## src/rtl/serial_addsub.sv

```systemverilog
// Chunk-serial adder/subtractor: processes Chunk bits per clock, LSB first, with a
// registered inter-chunk carry and an optional accumulator feeding operand A.
module serial_addsub #(
  parameter int unsigned Size  = 8,
  parameter int unsigned Chunk = 2
) (
  input  logic            clk,
  input  logic            rst,
  input  logic            in_valid,
  output logic            in_ready,
  input  logic            mode,
  input  logic            acc_en,
  input  logic            acc_clr,
  input  logic [Size-1:0] A,
  input  logic [Size-1:0] B,
  input  logic            cin,
  output logic            out_valid,
  input  logic            out_ready,
  output logic [Size-1:0] S,
  output logic            cout,
  output logic            ovf,
  output logic            zero
);

  localparam int unsigned N    = Size / Chunk;
  localparam int unsigned IdxW = (N > 1) ? $clog2(N) : 1;
  localparam logic [IdxW-1:0] LastIdx = IdxW'(N - 1);

  typedef enum logic [1:0] {StIdle, StRun, StDone} state_e;

  state_e            r_state;
  logic [IdxW-1:0]   r_idx;
  logic              r_carry;
  logic [Size-1:0]   r_a;
  logic [Size-1:0]   r_b;      // B already inverted for subtract
  logic [Size-1:0]   r_work;
  logic [Size-1:0]   r_acc;
  logic [Size-1:0]   r_s;
  logic              r_cout;
  logic              r_ovf;
  logic              r_zero;

  logic [Chunk-1:0]  w_a_chunk;
  logic [Chunk-1:0]  w_b_chunk;
  logic [Chunk:0]    w_sum;
  logic [Size-1:0]   w_res;
  logic              w_last;
  logic              w_ovf;

  always_comb begin
    w_a_chunk = r_a[r_idx*Chunk +: Chunk];
    w_b_chunk = r_b[r_idx*Chunk +: Chunk];
    w_sum     = {1'b0, w_a_chunk} + {1'b0, w_b_chunk} + {{Chunk{1'b0}}, r_carry};
    w_res     = r_work;
    w_res[r_idx*Chunk +: Chunk] = w_sum[Chunk-1:0];
    w_last    = (r_idx == LastIdx);
    // With B pre-inverted, add and subtract share one overflow rule
    w_ovf     = (r_a[Size-1] == r_b[Size-1]) && (w_res[Size-1] != r_a[Size-1]);
  end

  always_ff @(posedge clk) begin
    if (rst) begin
      r_state <= StIdle;
      r_idx   <= '0;
      r_carry <= 1'b0;
      r_a     <= '0;
      r_b     <= '0;
      r_work  <= '0;
      r_acc   <= '0;
      r_s     <= '0;
      r_cout  <= 1'b0;
      r_ovf   <= 1'b0;
      r_zero  <= 1'b0;
    end else begin
      case (r_state)
        StIdle: begin
          if (acc_clr) begin
            r_acc <= '0;
          end
          if (in_valid) begin
            if (acc_en) begin
              r_a <= acc_clr ? '0 : r_acc;
            end else begin
              r_a <= A;
            end
            r_b     <= mode ? ~B : B;
            r_carry <= mode ? 1'b1 : cin;
            r_idx   <= '0;
            r_work  <= '0;
            r_state <= StRun;
          end
        end
        StRun: begin
          r_work  <= w_res;
          r_carry <= w_sum[Chunk];
          if (w_last) begin
            r_s     <= w_res;
            r_cout  <= w_sum[Chunk];
            r_ovf   <= w_ovf;
            r_zero  <= (w_res == '0);
            r_state <= StDone;
          end else begin
            r_idx <= r_idx + IdxW'(1);
          end
        end
        StDone: begin
          if (out_ready) begin
            r_acc   <= r_s;
            r_state <= StIdle;
          end
        end
        default: r_state <= StIdle;
      endcase
    end
  end

  assign in_ready  = (r_state == StIdle);
  assign out_valid = (r_state == StDone);
  assign S         = r_s;
  assign cout      = r_cout;
  assign ovf       = r_ovf;
  assign zero      = r_zero;

endmodule

```

## config.mk

```make
export PLATFORM = sky130hd
export DESIGN_NAME = serial_addsub
export DESIGN_NICKNAME = d
export VERILOG_FILES = /design/src/rtl/serial_addsub.sv
export SDC_FILE = /design/constraint.sdc
export NUM_CORES = 1
export LEC_CHECK = 0
export BUFFER_PORTS_ARGS = -buffer_cell sky130_fd_sc_hd__buf_2
export CORE_MARGIN = 5
export CORE_UTILIZATION = 51
export DETAILED_ROUTE_END_ITERATION = 8
export GPL_TIMING_DRIVEN = 0
export PLACE_DENSITY = 0.75
export SYNTH_ARGS = -nofsm -noshare
export SYNTH_HDL_FRONTEND = slang
export SYNTH_SLANG_ARGS = --single-unit
```

## constraint.sdc

```tcl
create_clock -name clk -period 3 [get_ports clk]
set_input_delay 0.3 -clock clk [delete_from_list [all_inputs] [get_ports clk]]
set_output_delay 0.3 -clock clk [all_outputs]
set_load 0.05 [all_outputs]
```

-- After elaboration in Yosys (flattened, before gate mapping)
Index checks and enable logic that the tools add are counted.
- input port bits: 24
- bits in registers: 48
- reductions and logical operators: 11
- bitwise operators: 1
- muxes and demuxes: 18
- add/subtract/negate cells: 4
- shifts and indexed selects: 4
- equality and inequality tests: 9
- operators with widths (cell ; count):
    $mux 8 ; 5
    $neg 3->34 ; 1
    $shift 2x34->8 const A ; 1
    $shiftx 2x34->8 ; 1
    $pmux 8 s2 ; 2
    $shiftx 8x4->2 ; 2
    $mux 2 ; 5
    $bwmux 8 ; 1
    $logic_not 8->1 ; 1
    $not 8->8 ; 1
    $reduce_and 2->1 ; 4
    $ne 2x2->1 const B ; 3
    $pmux 2 s3 ; 1
    $reduce_and 3->1 ; 2
    $eq 2x2->1 const B ; 2
    $pmux 2 s2 ; 1
    $reduce_bool 2->1 ; 2
    $add 2x2->3 ; 1
    $add 3x1->3 ; 1
    $add 2x1->2 const B ; 1
    $eq 2x1->1 const B ; 1
    $logic_not 2->1 ; 1
    $mux 1 ; 2
    $ne 2x1->1 const B ; 1
    4 further kinds ; 4

-- Longest topological paths before layout
- depth in word-level cells: 7
- mapped depth: 8
- mapped depth without buffers: 7

-- Worst setup path after synthesis
No wires, ideal clock.
- kind: register to register
- start: register r_idx[0]
- end: register r_ovf, in the netlist ovf
- period minus slack after synthesis: 2.964 ns
- arrival: 2.875 ns
- cell stages (with the launch flop): 9
- setup time: 0.088 ns
- buffers on the path: 1
- setup slack: 0.036 ns
- data required time: 2.912 ns
- cell sequence: dfxtp_1 buf_6 mux4_1 fa_1 fa_1 and2b_4 a31oi_4 or3_1 a311oi_2
- longest elaborated chain between the ends: 7
- elaborated cells between the ends (all ways): 12
- ends and longest elaborated chain (item ; line ; text):
    start, declared ; 32 ; logic [IdxW-1:0] r_idx;
    start signal, assigned ; 103 ; r_idx <= r_idx + IdxW'(1);
    $shiftx 8x4->2, on equally long branches ; 51, 52 ;
    $add 2x2->3 ; 53 ; w_sum = {1'b0, w_a_chunk} + {1'b0, w_b_chunk} + {{Chunk{1'b0}}, r_carry};
    $add 3x1->3 ; 53 ;
    $shiftx 2x34->8 ; 55 ; w_res[r_idx*Chunk +: Chunk] = w_sum[Chunk-1:0];
    $bwmux 8 ; 55 ;
    $ne 1x1->1 ; 58 ; w_ovf = (r_a[Size-1] == r_b[Size-1]) && (w_res[Size-1] != r_a[Size-1]);
    $logic_and 1x1->1 ; 58 ;
    end signal, assigned ; 99 ; r_ovf <= w_ovf;
    end, declared ; 40 ; logic r_ovf;
Parallel ways exist; a longest one is shown, timed or not.
A chain may end at the register's enable or synchronous reset.

-- Worst setup path after layout
Same ends and word-level chain as after synthesis.

==> results by group <==
Logic synthesis
  – EDFF count, synth: 0
  – FFs w/ async S/R, synth: 0%
  – Cells after Synth: roughly 270
  – #FFs+latches synth: 48
  – Top FF cell, synth: dfxtp_1
  – Post-synthesis cell area: approximately 0.0025 mm^2
  – Synthesized area per cell: 9.15 um^2
  – Syn_nets: 304
  – Post-synth cell types: between 40 and 50
  – Post-synthesis mux area share: 7.44%
  – Post-synthesis compound-gate area fraction: 19.7%
  – Synthesis Warnings: 0
  – Sequential-to-total area share from yosys stat: between 30% and 40%
  – Main combinational cell family by area after synthesis: simple AND/OR/NAND/NOR gates
  – Synth Area in XOR/XNOR: 2.82%
  – Synth Area in Simple Gates: 22.2%
  – Synth Area in Adders: about 4.6%

Floorplan
  – Die Ht: 79.9 um
  – Core box area: ~0.0047 mm^2
  – Std-Cell Rows: 25
  – Initial core utilization: 52.7%
  – Die X: 79.9 um
  – # IOs: 37
  – Die Footprint: 0.00638 mm^2

Worst setup path
  – Slowest stage delay, CP: around 0.56 ns
  – CP Data Arrival Time: 3.12 ns
  – WP data required: roughly 3.2 ns
  – Startpoint types: register
  – CP top delay family: adder cells
  – Crit Path Category: reg -> reg
  – Reg2Reg Setup Slack: 0.11 ns
  – Worst Path Buf+Inv: 1
  – CP Max Fanout: 5
  – Most used cell, CP: fa_2
  – Slowest cell on the critical path: fa_2
  – Setup crit end kind: register
  – CP cell instances: buf_6 -> mux4_2 -> fa_2 -> fa_2 -> and2b_4 -> a31oi_4 -> or3_4 -> a311oi_2

STA
  – RSZ-0062 raised after global routing: no
  – Slew Viols, Final: 0
  – Period utilization: 96.4%
  – Max Fclk: about 350 MHz
  – Least-Margin Pin Slew: approximately 0.54 ns
  – Setup violations, final: 0
  – Min Tclk post-route: about 2.9 ns
  – Final hold vios: 0
  – Rel. slew slack: 63.7%
  – Hold slack: 0.275 ns
  – Clock skew: roughly 0.011 ns

Cells and area
  – Nets: 350
  – Commonest non-fill, non-tap cell in the layout: dfxtp_1
  – P&R area growth vs syn: 16.1%
  – Inserted Diodes: 0
  – Share of cells above drive strength 1: between 20% and 30%
  – Core Util, Final: 61.2%
  – Post-Layout Cell Count: 386
  – Most frequent cells in the layout: dfxtp_1 (47), nor2_1 (45), buf_2 (41)

Power and ir drop
  – Power Dens Cells: 472 mW/mm^2
  – Pwr Total: 1.36 mW
  – Maximum vdd ir drop: 321 uV
  – Leakage Power: 1.12 nW

Worst hold path
  – Hold Path Class: in -> reg

Drt
  – Total number of vias: between 2000 and 2500
  – Starting DRT DRC Count: 168
  – Post-route ant nets: 0
  – Routed WL: 6.07 mm
  – DR WL/cell: 15.7 um
  – Drt pass-1 iters: 4
  – Post-route DRC: 0
  – Post-DR vias/cell: ~5.5

Global route
  – First-pass GRT wire length: between 10 and 15 mm
  – Initial antenna violation count: 0
  – Largest net degree at the start of global routing: 16
  – Total GRT Usage: 21.1%
  – Vias in the first global route: approximately 2100
  – GR Overflow Total: 0

Placement
  – RD Place Congestion: 0.799
  – Number of cells after detailed placement: around 370
  – DP HPWL: between 4 and 5 mm
  – PortBufs: 33

Clock network
  – CTS Hold Buffers Added: 0
  – Root Driver: clkbuf_8
  – CTS clk-pin slew, worst paths: 0.09 ns
  – CTS Buf Count: 5
  – CTS tree: done
  – CTS Sinks: between 40 and 50
  – CTS H-tree depth: 2
  – Clock latency on the worst-skew pair: slightly above 0.3 ns
  – Clock tree buffer depth: 2

Run
  – MaxCap Viol Count: 0

Status
  – Status: complete, no violations
synthesized netlist by cell type, types with 6 or more instances:
library cell | instances | share of area, %
mux2i_1 | 8 | 3.2
buf_2 | 8 | 1.6
o21ai_0 | 9 | 1.8
nor2_1 | 45 | 6.8
ha_1 | 6 | 3.0
clkbuf_1 | 6 | 0.90
a211oi_1 | 30 | 9.0
dfxtp_1 | 48 | 39
nand2_1 | 16 | 2.4
nand3b_1 | 10 | 3.0
a31oi_1 | 6 | 1.5
nor2b_1 | 18 | 4.5
xnor2_1 | 8 | 2.8
per-layer routing:
metal  GRT usage (%)  share of wire [%]  vias to the layer above
met5               0                  0                        -
met4            6.93               0.79                        0
met3            4.40                6.6                        5
met2            34.0                 47                       67
met1            28.2                 46                     1008
li1                -                  -                     1057
area by class of cell:
type	count	area [um^2]
Buffer	19	100
Fill cell	418	1830
Sequential cell	48	962
Timing Repair Buffer	39	210
Inverter	4	15.0
Clock buffer	6	82.6
Tap cell	67	83.8
Clock inverter	2	15.0
Multi-Input combinational cell	201	1420
worst reg2reg max path: stages, from the launching register on:
cell and delay [ns]:
dfxtp_2 0.35, buf_6 0.12, mux4_2 0.51, fa_2 0.38, fa_2 0.56, and2b_4 0.18, a31oi_4 0.12, or3_4 0.35
a311oi_2 0.25
metrics by stage:
| step | area (um^2) | worst slack [ns] | TNS, ns |
|---|---|---|---|
| floorplan | 2490 | 0.0364 | 0 |
| global placement | 2740 | -0.241 | -0.461 |
| detailed placement | 2740 | -0.237 | -0.505 |
| CTS | 2870 | 0.0442 | 0 |
| global route | 2890 | 0.0138 | 0 |
| finish | 2890 | 0.109 | 0 |
power breakdown:
| part | total (mW) | switching (mW) | internal [mW] | leakage (nW) |
|---|---|---|---|---|
| logic | 0.258 | 0.146 | 0.112 | 0.686 |
| registers | 0.688 | 0.0181 | 0.670 | 0.393 |
| clock network | 0.418 | 0.232 | 0.187 | 0.0434 |
kinds of logic after synthesis:
logic type      after synthesis
buf+inv                      23
simple gates                108
xor+xnor                      8
mux                          12
fa+ha+maj                     8
flops                        48
compound gates               65
repair_timing:
item / in CTS / in global routing
setup buffers: 4 / 2
resized for setup: 5 / 2
pin swaps: 1 / 2
setup endpoints to repair: 4 / 2
worst paths after layout:
path                                 from        end  cells after the start
worst min-delay path                 B[1]     r_b[1]                      3
worst max-delay path             r_idx[0]        ovf                      8
worst max register to register   r_idx[0]        ovf                      8
worst min register to register  r_work[0]  r_work[0]                      2
state kept, by name, summed over array words and instances, names as in the netlist:
name	count
r_idx	2
r_a	8
S	8
cout	1
ovf	1
r_state	2
r_work	8
r_acc	8
r_b	8
zero	1
r_carry	1
(Power assumes the default switching activity.)
